`config.mk`:
```
export PLATFORM = sky130hd
export DESIGN_NAME = div_clk_monitor
export DESIGN_NICKNAME = d
export VERILOG_FILES = /design/src/rtl/div_clk_monitor.sv
export SDC_FILE = /design/constraint.sdc
export NUM_CORES = 1
export LEC_CHECK = 0
export ABC_CLOCK_PERIOD_IN_PS = 3500
export CAP_MARGIN = 20
export CORE_MARGIN = 2
export CORE_UTILIZATION = 55
export CTS_BUF_LIST = sky130_fd_sc_hd__clkbuf_4 sky130_fd_sc_hd__clkbuf_8 sky130_fd_sc_hd__clkbuf_16
export DETAILED_ROUTE_END_ITERATION = 12
export MAX_ROUTING_LAYER = met4
export PLACE_DENSITY = 0.82
export REMOVE_ABC_BUFFERS = 1
export SLEW_MARGIN = 5
export SYNTH_ARGS = -nofsm -noshare
export SYNTH_HDL_FRONTEND = slang
export SYNTH_SLANG_ARGS = --single-unit
```
`constraint.sdc`:
```
create_clock -name clk_ip -period 3.5 [get_ports clk_ip]
set_input_delay 0.35 -clock clk_ip [delete_from_list [all_inputs] [get_ports clk_ip]]
set_output_delay 0.35 -clock clk_ip [all_outputs]
set_load 0.03 [all_outputs]
```
`src/rtl/div_clk_monitor.sv`:
```
// Divided-clock monitor: measures each half-period of clk_div in clk_ip cycles and checks lock/faults.
// Optional running min/max history outputs are enabled with `define DIV_CLK_MONITOR_HIST_EN.
module div_clk_monitor #(
    parameter int CNT_W      = 8,
    parameter int LOCK_COUNT = 4,
    parameter int TOL        = 0
) (
    input  logic             clk_ip,
    input  logic             rst,
    input  logic             clk_div,
    input  logic [3:0]       factor,
    input  logic             clr_fault,
    output logic [CNT_W-1:0] half_period,
    output logic             meas_valid,
    output logic             locked,
    output logic             fault,
    output logic [1:0]       fault_code
`ifdef DIV_CLK_MONITOR_HIST_EN
    ,
    output logic [CNT_W-1:0] hp_min,
    output logic [CNT_W-1:0] hp_max
`endif
);

    localparam logic [CNT_W-1:0] CNT_MAX = '1;
    localparam logic [3:0]       LOCK_N  = 4'(LOCK_COUNT);
    localparam logic [CNT_W:0]   TOL_W   = (CNT_W+1)'(TOL);

    localparam logic [1:0] FC_NONE     = 2'b00;
    localparam logic [1:0] FC_MISMATCH = 2'b01;
    localparam logic [1:0] FC_TIMEOUT  = 2'b10;
    localparam logic [1:0] FC_HALTED   = 2'b11;

    typedef enum logic [1:0] {
        IDLE,
        MEASURE,
        LOCKED,
        FAULT
    } state_e;

    state_e           state_q, state_d;
    logic             d1_q;
    logic [CNT_W-1:0] run_cnt_q, run_cnt_d;
    logic [3:0]       factor_q;
    logic [3:0]       good_cnt_q, good_cnt_d;
    logic [CNT_W-1:0] half_period_q, half_period_d;
    logic             meas_valid_q, meas_valid_d;
    logic             locked_q, fault_q;
    logic [1:0]       fault_code_q, fault_code_d;

    logic             div_edge;
    logic             factor_chg;
    logic [CNT_W:0]   meas_ext, fac_ext, diff;
    logic             meas_good;
    logic [3:0]       good_inc;
    logic             timeout;

    assign div_edge   = (clk_div != d1_q);
    assign factor_chg = (factor != factor_q);

    // The old run_cnt is the measurement; compare one bit wider so the difference cannot wrap.
    assign meas_ext  = {1'b0, run_cnt_q};
    assign fac_ext   = (CNT_W+1)'(factor);
    assign diff      = (meas_ext >= fac_ext) ? (meas_ext - fac_ext) : (fac_ext - meas_ext);
    assign meas_good = (diff <= TOL_W);
    assign good_inc  = good_cnt_q + 4'd1;
    assign timeout   = (run_cnt_q == CNT_MAX) && (factor != 4'd0);

    always_comb begin
        run_cnt_d = run_cnt_q;
        if (div_edge) begin
            run_cnt_d = CNT_W'(1);
        end else if (run_cnt_q != CNT_MAX) begin
            run_cnt_d = run_cnt_q + CNT_W'(1);
        end
    end

    always_comb begin
        state_d       = state_q;
        good_cnt_d    = good_cnt_q;
        fault_code_d  = fault_code_q;
        half_period_d = half_period_q;
        meas_valid_d  = 1'b0;

        unique case (state_q)
            IDLE: begin
                if (factor_chg) begin
                    good_cnt_d = 4'd0;
                end else if (div_edge) begin
                    // First interval after (re)start is partial and is thrown away.
                    good_cnt_d = 4'd0;
                    if (factor == 4'd0) begin
                        state_d      = FAULT;
                        fault_code_d = FC_HALTED;
                    end else begin
                        state_d = MEASURE;
                    end
                end
            end

            MEASURE, LOCKED: begin
                if (factor_chg) begin
                    state_d    = IDLE;
                    good_cnt_d = 4'd0;
                end else if (div_edge) begin
                    meas_valid_d  = 1'b1;
                    half_period_d = run_cnt_q;
                    if (factor == 4'd0) begin
                        state_d      = FAULT;
                        fault_code_d = FC_HALTED;
                    end else if (!meas_good) begin
                        state_d      = FAULT;
                        fault_code_d = FC_MISMATCH;
                    end else if (state_q == MEASURE) begin
                        good_cnt_d = good_inc;
                        if (good_inc == LOCK_N) begin
                            state_d = LOCKED;
                        end
                    end
                end else if (timeout) begin
                    state_d      = FAULT;
                    fault_code_d = FC_TIMEOUT;
                end
            end

            FAULT: begin
                if (clr_fault) begin
                    state_d      = IDLE;
                    fault_code_d = FC_NONE;
                    good_cnt_d   = 4'd0;
                end else if (div_edge) begin
                    meas_valid_d  = 1'b1;
                    half_period_d = run_cnt_q;
                end
            end

            default: begin
                state_d = IDLE;
            end
        endcase
    end

    always_ff @(posedge clk_ip) begin
        if (rst) begin
            state_q       <= IDLE;
            d1_q          <= 1'b0;
            run_cnt_q     <= '0;
            factor_q      <= factor;
            good_cnt_q    <= 4'd0;
            half_period_q <= '0;
            meas_valid_q  <= 1'b0;
            locked_q      <= 1'b0;
            fault_q       <= 1'b0;
            fault_code_q  <= FC_NONE;
        end else begin
            state_q       <= state_d;
            d1_q          <= clk_div;
            run_cnt_q     <= run_cnt_d;
            factor_q      <= factor;
            good_cnt_q    <= good_cnt_d;
            half_period_q <= half_period_d;
            meas_valid_q  <= meas_valid_d;
            locked_q      <= (state_d == LOCKED);
            fault_q       <= (state_d == FAULT);
            fault_code_q  <= fault_code_d;
        end
    end

    assign half_period = half_period_q;
    assign meas_valid  = meas_valid_q;
    assign locked      = locked_q;
    assign fault       = fault_q;
    assign fault_code  = fault_code_q;

`ifdef DIV_CLK_MONITOR_HIST_EN
    logic [CNT_W-1:0] hp_min_q, hp_max_q;
    logic             hist_clr;

    // Same restart conditions that send the FSM back to IDLE.
    assign hist_clr = (state_q == FAULT) ? clr_fault : factor_chg;

    always_ff @(posedge clk_ip) begin
        if (rst || hist_clr) begin
            hp_min_q <= '1;
            hp_max_q <= '0;
        end else if (meas_valid_d) begin
            if (run_cnt_q < hp_min_q) hp_min_q <= run_cnt_q;
            if (run_cnt_q > hp_max_q) hp_max_q <= run_cnt_q;
        end
    end

    assign hp_min = hp_min_q;
    assign hp_max = hp_max_q;
`endif

endmodule
```
After elaboration in Yosys (flattened, before gate mapping)
Index checks and enable logic that the tools add are counted.
- flip-flop bits (word level): 32
- input bits: 8
- equal/unequal tests: 23
- reduce and logical (&&, ||, !) cells: 11
- order comparisons: 2
- muxes and demuxes: 42
- add/subtract/negate cells: 4
- operators by type and width (kind ; count):
    $mux 2 ; 20
    $mux 4 ; 8
    $mux 8 ; 3
    $ne 3x3->1 const B ; 6
    $pmux 8 s2 ; 1
    $ne 2x2->1 const B ; 6
    $pmux 2 s3 ; 2
    $pmux 4 s3 ; 1
    $le 9x1->1 const B ; 1
    $mux 9 ; 1
    $sub 4x8->9 ; 1
    $sub 8x4->9 ; 1
    $add 8x1->8 const B ; 1
    $eq 2x2->1 const B ; 4
    $eq 8x8->1 const B ; 1
    $ge 8x4->1 ; 1
    $ne 8x8->1 const B ; 1
    $reduce_and 7->1 ; 1
    $reduce_and 6->1 ; 1
    $mux 1 ; 5
    $add 4x1->4 const B ; 1
    $eq 4x3->1 const B ; 1
    $logic_not 4->1 ; 1
    $ne 4x4->1 ; 1
    10 further kinds ; 12

Logic depth before layout (Yosys ltp)
Gate-level depths: netlist of the first run.
- depth after elaboration: 10
- gate-level depth with buffers: 8
- mapped depth without buffers: 8

Worst setup path after synthesis of the first run
OpenSTA, ideal clock, no wires.
- path kind: input to register
- from: in factor[1]
- to: reg fault_q, in the netlist fault
- stages on the path: 8
- path buffers: 0
- required time: 3.367 ns
- arrival: 2.216 ns
- path slack: 1.150 ns
- setup time: 0.133 ns
- path through: inv_1 -> ha_1 -> nor2b_4 -> or4_4 -> a221oi_4 -> a22oi_2 -> o311ai_2 -> a22oi_1
- longest elaborated chain between the ends: 9
- elaborated cells between the ends (all ways): 19
- those cells by class: 2 x add/sub; 2 x order compare; 2 x eq/ne; 10 x mux; 3 x reduce/logical
- RTL lines (item ; RTL line ; RTL):
    from (decl) ; 11 ; input logic [3:0] factor,
    $sub 4x8->9, or another cell as far along ; 64 ; assign diff = (meas_ext >= fac_ext) ? (meas_ext - fac_ext) : (fac_ext - meas_ext);
    $mux 9 ; 64 ;
    $le 9x1->1 ; 65 ; assign meas_good = (diff <= TOL_W);
    $mux 2 ; 111 ; end else if (!meas_good) begin
    $mux 2 ; 108 ; if (factor == 4'd0) begin
    $mux 2 ; 105 ; end else if (div_edge) begin
    $mux 2 ; 102 ; if (factor_chg) begin
    $pmux 2 s3 (*) ; 85 ; unique case (state_q)
    $eq 2x2->1 (*) ; 164 ; fault_q <= (state_d == FAULT);
    to (signal assigned) ; 164 ;
    to (decl) ; 48 ; logic locked_q, fault_q;
Mark *: on every way between the ends. The rest lies on a longest branch, timed or not.
A chain may end at the register's enable or synchronous reset.

Worst setup path after layout of the first run
Ends and elaborated chain as after synthesis.

==> results of run 1 <==
## flip-flops by register name, summed over array words and instances (netlist names)
register	cells
fault_code	2
half_period	8
factor_q	4
good_cnt_q	4
d1_q	1
fault	1
meas_valid	1
run_cnt_q	8
state_q	2
locked	1
## worst paths after layout
kind / startpoint / endpoint / slack (ps)
worst max-delay path: factor[1] / fault / 690
worst min-delay path: fault_code[0] / fault_code[0] / 500
worst max register to register: run_cnt_q[1] / fault / 890
worst min register to register: fault_code[0] / fault_code[0] / 500
## cells in the mapped netlist (3+ instances only)
cell,number
sky130_fd_sc_hd__and3_1,4
sky130_fd_sc_hd__a211oi_1,4
sky130_fd_sc_hd__inv_1,18
sky130_fd_sc_hd__nor3_1,3
sky130_fd_sc_hd__dfxtp_1,32
sky130_fd_sc_hd__o211ai_1,3
sky130_fd_sc_hd__ha_1,15
sky130_fd_sc_hd__nand3_1,16
sky130_fd_sc_hd__a22oi_1,3
sky130_fd_sc_hd__nor2b_1,3
sky130_fd_sc_hd__o21ai_0,7
sky130_fd_sc_hd__nand4_1,3
sky130_fd_sc_hd__xnor2_1,7
sky130_fd_sc_hd__mux2i_1,10
sky130_fd_sc_hd__a21oi_1,11
sky130_fd_sc_hd__o31ai_1,3
sky130_fd_sc_hd__nor2_1,25
sky130_fd_sc_hd__xor2_1,6
sky130_fd_sc_hd__nor4_1,5
sky130_fd_sc_hd__o21a_1,8
sky130_fd_sc_hd__nand2_1,7
## layout make-up
cell class	instances	area share, %
repair buffers	22	9.48
clock buffers	5	1.65
clock inverters	3	0.826
inverters	18	2.98
multi-input cells	171	54.3
flip-flops and latches	32	28.2
well taps	46	2.53
## cell families after synthesis
| family | synth area share (%) |
|---|---|
| adder cells (fa/ha/maj) | 9.57 |
| buffers and inverters | 4.46 |
| multiplexers | 5.10 |
| AO/OA/AOI/OAI | 20.5 |
| AND/OR/NAND/NOR | 21.9 |
| XOR/XNOR | 5.80 |
| flip-flops | 32.7 |
## through the flow
| stage | power [mW] | area (µm²) | cells |
|---|---|---|---|
| CTS | 0.707 | 2270 | 297 |
| floorplan | 0.462 | 1940 | 221 |
| global route | 0.740 | 2270 | 297 |
| global placement | 0.497 | 2210 | 289 |
| detailed placement | 0.501 | 2210 | 289 |
| finish | 0.703 | 2270 | 297 |
## routing by layer
layer  wire, µm  share of wire, %  track usage [%]  vias up
met5          0                 0                -        -
li1           -                 -                -      878
met1       2000                45             32.3      821
met4         36              0.82             7.34        0
met2       2020                46             38.3       61
met3        336               7.7             5.71        4
## where the power goes
group          switching [mW]  internal (mW)
Sequential            0.00715          0.372
Combinational          0.0681         0.0482
Clock                   0.131         0.0770
==> impl_summary.md, run 1 <==
Global routing
The via count of the first global-routing pass came to 1,662. The wire length of the first global-routing pass is 7690 µm. Global routing finished with a remaining overflow of 0. The overall track demand over capacity in global routing is 24.8%.

Entering global routing, the biggest net connects 20 pins. The initial antenna violation count came to 0.

Timing
The final count of pins violating max slew is 0. The clock period could shrink to 2810 ps. At the pin with the least slew margin, the transition time is 707 ps.

The final cycle utilization of the critical path is 80.3%. Setup repair after global routing left no endpoint under its margin. The maximum clock skew at final layout is 14.5 ps. The sum of negative setup slack is 0 ps. The worst pin sits at a relative slew slack of 52.6%. For this run, the top clock speed supported by timing is 356 MHz. Setup violations remaining at the end of the flow were counted as 0. The smallest setup slack after layout is 688 ps. The number of hold-slack violations in the final timing report is 0.

The worst hold slack across all endpoints is 495 ps.

Critical path
The kind of critical path is in2reg. The family with the most delay on the worst path is compound AO/OA/AOI/OAI gates. The critical path's slowest cell is sky130_fd_sc_hd__clkdlybuf4s50_1. The depth of the most critical reg-to-reg path is 7. The worst setup path is captured at a flip-flop.

The critical path goes through clkdlybuf4s50_1, inv_1, ha_1, nor2b_4, o31ai_1, mux2i_1, a22oi_2, o311ai_2, a22oi_1. The number of cells on the critical path is 9. The buffers plus inverters on the worst setup path is 2. Data on the critical path arrives at its endpoint at 3030 ps. For this run, the slowest stage of the critical path takes 570 ps. At the worst endpoint, the required time is 3720 ps. The type of element launching the critical path is a primary input.

In this run the worst path has a maximum fanout of 8.

Route
Summed over all layers, the routed wires come to 4390 µm. For this block, the via count after detailed routing is 1,764. The count of TritonRoute iterations in the first routing pass is 5. In the routed layout, each cell is associated on average with a via count of 5.94. The routed length per placed instance is 14.8 µm. For this run, design rule violations remaining after detail routing come to 0. The DRC violation total after the first TritonRoute iteration is 109. The detail route stage leaves a number of antenna-violating nets equal to 0.

Clock tree
For this design, the CTS-stage hold fixing added 0 buffers. After clock tree synthesis, the clock-pin slew on the worst setup and hold paths is 100 ps. The clock latency on the worst-skew pair is 340 ps.

The clock sink count is 32. TritonCTS built the clock tree. The count of instances resized after the clock tree is built is 0.

Once the clock tree was built, the setup fixing pass inserted 0 buffers. The CTS buffer count is 5. In this run the clock root is driven by a sky130_fd_sc_hd__clkbuf_4. The number of levels the H-tree was split into is 2.

In this run the deepest clock path goes through 2 buffers.

Power
The peak supply drop is 267 µV. Summed over all cells, the static leakage comes to 0.904 nW. Dividing total power by cell area gives a power density of 310 mW/mm².

Floorplan
The floorplan step set the die height to 63.7 µm. The die is 63.7 µm wide. For this configuration, the core starts out at a cell density of 57.9%. The boundary pin count is 21. The die covers 0.00406 mm². The number of core rows is 21. The core region is 0.00339 mm².

Finish
The fill cell instance count of the final layout is 287. Measured on the finished design, the core utilization comes to 67.0%. The number of antenna repair diodes is 0. The combined flip-flop and latch cell area is 641 µm².

The library cells used most frequently in the layout, excluding fill and tap cells, are sky130_fd_sc_hd__dfxtp_1, sky130_fd_sc_hd__nor2_1, sky130_fd_sc_hd__clkdlybuf4s50_1. The area growth from synthesis to layout is 15.8%. The multi-input combinational cells in the finished layout cover a total of 0.00123 mm². The library cell used most frequently in the layout, excluding fill and tap cells, is sky130_fd_sc_hd__dfxtp_1. The number of nets in the final layout is 273. In the final layout, the share of cells above drive strength 1 is 6.77%.

Min path
The worst min-delay path class is reg2reg. Along the worst hold path, the cell count comes to 1.

Placed design
Before CTS, the worst setup slack after placement is 350 ps. The count of buffers added on input and output ports is 20. The wire-length estimate of the detail-placed layout is 3320 µm. The final RePlAce weighted congestion is 0.886.

Yosys
The cell taking the most area after synthesis is sky130_fd_sc_hd__dfxtp_1. The cell area that synthesis handed to floorplanning was 0.00196 mm². The distinct cell type count of the synthesized netlist is 46.

The post-synthesis sequential element count is 32. The post-synthesis sequential area ratio is 32.7%. The number of warning messages in the yosys log is 0. Counting flops with an async set or reset pin after synthesis yields a share of 0%. The synthesized design devotes to its leading area cell type 32.7% of total area. The number of enable-type register cells in the synthesized netlist is 0. The number of instances in the synthesized netlist is 225. In the synthesized netlist the dominant register cell turns out to be sky130_fd_sc_hd__dfxtp_1. In the post-synthesis netlist, the biggest area contributors are sky130_fd_sc_hd__dfxtp_1, sky130_fd_sc_hd__ha_1, sky130_fd_sc_hd__mux2i_1, sky130_fd_sc_hd__nor2_1, sky130_fd_sc_hd__nand3_1. The synthesized area divided by synthesized cell count is 8.72 µm².

Run
The max-cap check violation count is 0.

Status
The flow ran to the end, and the final reports show no timing, DRC or antenna violations.
Note: power is estimated with default switching activity, not from simulation.
==> inputs of run 2 (changes only) <==
--- a/config.mk
+++ b/config.mk
@@ -5,7 +5,7 @@
 export SDC_FILE = /design/constraint.sdc
 export NUM_CORES = 1
 export LEC_CHECK = 0
-export ABC_CLOCK_PERIOD_IN_PS = 3500
+export ABC_CLOCK_PERIOD_IN_PS = 2600
 export CAP_MARGIN = 20
 export CORE_MARGIN = 2
 export CORE_UTILIZATION = 55
==> constraint.sdc (replaced) <==
create_clock -name clk_ip -period 2.6 [get_ports clk_ip]
set_input_delay 0.26 -clock clk_ip [delete_from_list [all_inputs] [get_ports clk_ip]]
set_output_delay 0.26 -clock clk_ip [all_outputs]
set_load 0.03 [all_outputs]
==> impl_summary.md, run 2 (synthesized netlist as in run 1, its figures left out) <==
Status
Result of the run: finished, final reports clean (unchanged).

Timing
The worst hold slack across all endpoints was 482 ps (was 495 ps). The final cycle utilization of the critical path is 95.0%. The number of hold-slack violations in the final timing report was 0 (unchanged). Static timing analysis puts the maximum clock frequency at 405 MHz. The slew at the pin closest to its max-slew limit is 645 ps (was 707 ps). The clock period minus worst slack is 2470 ps.

The remaining max-slew budget at the tightest pin came to 56.7% (was 52.6%). Unrepaired setup endpoints after global routing: false (unchanged). The final setup violation count is 0 (unchanged).

The maximum clock skew at final layout came to 6.06 ps (was 14.5 ps). The final count of pins violating max slew was 0 (unchanged).

Critical path
Crit path cell chain: clkdlybuf4s50_1, inv_1, ha_1, nor2b_4, or4_4, a221oi_4, a22oi_2, buf_4, o31ai_1, o31a_1 (was clkdlybuf4s50_1, inv_1, ha_1, nor2b_4, o31ai_1, mux2i_1, a22oi_2, o311ai_2, a22oi_1). The worst path arrival time was 2760 ps (was 3030 ps). The critical path's slowest cell is sky130_fd_sc_hd__or4_4 (was sky130_fd_sc_hd__clkdlybuf4s50_1). The worst-path maximum fanout is 5 (was 8). The kind of critical path is in2reg (unchanged). The buffers plus inverters on the worst setup path was 3 (was 2). The endpoint class of the critical path was a flip-flop (unchanged). The biggest cell delay along the critical path is 490 ps (was 570 ps). The type of element launching the critical path is a primary input (unchanged).

The family with the most delay on the worst path is compound AO/OA/AOI/OAI gates (unchanged). The required time at the endpoint of the critical path came to 2890 ps (was 3720 ps).

Route
The total wire length after detailed routing is 4480 µm (was 4390 µm). The DRC violation total after the first TritonRoute iteration is 148 (was 109). The routed length per placed instance is 14.3 µm (was 14.8 µm). The remaining routing DRC violations is 0 (unchanged). The count of TritonRoute iterations in the first routing pass is 4 (was 5). The count of vias placed by the detailed router came to 1,818 (was 1,764). The remaining antenna violation count after routing was 0 (unchanged). The vias per cell is 5.79 (was 5.94).

Clock tree
The number of levels the H-tree was split into was 2 (unchanged). The clock input transition at the sequential cells of the worst setup and hold paths is 90 ps (was 100 ps). The clock latency on the worst-skew pair is 340 ps (about the same). The TritonCTS clock tree is built (unchanged).

The CTS buffer count is 5 (unchanged). The buffer count from post-CTS setup fixing came to 0 (unchanged). The clock sink count came to 32 (unchanged). The count of instances resized after the clock tree is built is 0 (unchanged). The deepest clock path buffer count is 2 (unchanged).

The count of hold-fix buffers inserted at cts is 0 (unchanged). The cell at the root of the clock tree was sky130_fd_sc_hd__clkbuf_4 (unchanged).

Floorplan
The starting density of the core was 57.9% (unchanged). The die span in y came to 63.7 µm (unchanged). The area of the die came to 0.00406 mm² (unchanged). The number of core rows is 21 (unchanged).

The width of the chip came to 63.7 µm (unchanged). The boundary pin count is 21 (unchanged). The placeable core area was 0.00339 mm² (unchanged).

Placed design
The final RePlAce weighted congestion came to 0.992 (was 0.886). The cell total after placement is 306 (was 289). The placed wire-length estimate after detailed placement is 3450 µm (was 3320 µm). The number of buffers added on ports is 20 (unchanged).

Finish
Leading cell types in the layout, fill and taps excluded: sky130_fd_sc_hd__dfxtp_1, sky130_fd_sc_hd__nor2_1, sky130_fd_sc_hd__clkdlybuf4s50_1 (unchanged). The number of nets in the final layout was 290 (was 273). The fraction of the core area covered by cells at the end of the flow was 71.1% (was 67.0%). The most common cell after layout, fill and taps aside is sky130_fd_sc_hd__dfxtp_1 (unchanged).

The layout overhead on the synthesized area was 22.8% (was 15.8%). The non-filler instance count after layout is 314 (was 297). The fraction of layout instances using a drive strength above 1 is 12.7% (was 6.77%). The number of antenna repair diodes is 0 (unchanged).

Global routing
The wire length of the first global-routing pass is 7690 µm (about the same). The pin count of the biggest net entering global routing was 20 (unchanged). The initial antenna violation count came to 0 (unchanged). The via count of the first global-routing pass was 1,742 (was 1,662). The leftover overflow at the end of global routing is 0 (unchanged).

The overall track demand over capacity in global routing is 25.0% (was 24.8%).

Min path
The worst min-delay path class is reg2reg (unchanged).

Power
The cell area power density is 420 mW/mm² (was 310 mW/mm²). The static leakage power came to 0.994 nW (was 0.904 nW). The peak supply drop was 361 µV (was 267 µV).

Run
The max-cap check violation count came to 0 (unchanged).
==> run 2: cell types whose count changed in the layout (fill, tap and decap cells not counted), sizes merged <==
cell | before | now
clkinv | 3 | 0
clkbuf | 5 | 8
buf | 2 | 19
==> run 2: final cells by class <==
cell class	count	area, µm²
Multi-Input combinational cell	171	1230
Sequential cell	32	641
Tap cell	46	57.6
Clock buffer	8	66.3
Inverter	18	67.6
Timing Repair Buffer	39	343
Fill cell	250	981
==> run 2: layer usage <==
layer / GRT usage [%] / part of all wire, % / vias to the layer above
met3: 5.71 / 7.6 / 10
met4: 12.2 / 2.1 / 0
met5: - / 0 / -
met1: 32.2 / 47 / 834
li1: - / - / 907
met2: 36.7 / 44 / 67
==> run 2: worst reg2reg max path, delay by kind of cell (launching register included) <==
| family | cells | cell delay (ps) |
|---|---|---|
| adders and majority gates | 1 | 300 |
| AOI/OAI and AO/OA | 4 | 850 |
| buffers and inverters | 1 | 190 |
| and+or+nand+nor | 2 | 630 |
| DFF | 1 | 340 |
==> run 2: power by group <==
group	internal (mW)	total (mW)	switching, mW
sequential	0.500	0.508	0.00798
clock	0.154	0.324	0.169
combinational	0.0846	0.181	0.0963
total	0.739	1.01	0.274
==> run 2: worst paths after layout <==
path | from | to | slack [ps] | cells past startpoint
worst max-delay path | factor[1] | good_cnt_q[0] | 130 | 10
worst min-delay path | fault_code[0] | fault_code[0] | 480 | 1
worst max register to register | run_cnt_q[1] | good_cnt_q[0] | 250 | 8
worst min register to register | fault_code[0] | fault_code[0] | 480 | 1
==> run 2: stage by stage <==
step                      instance area, µm²  setup TNS, ps  worst slack, ps  power, mW
after global routing                    2410              0             1.69       1.06
after global placement                  2340           -878             -151      0.692
after floorplan                         1940              0              271      0.621
after CTS                               2410              0              131       1.02
final                                   2410              0              129       1.01
after detailed placement                2340          -1190             -213      0.697
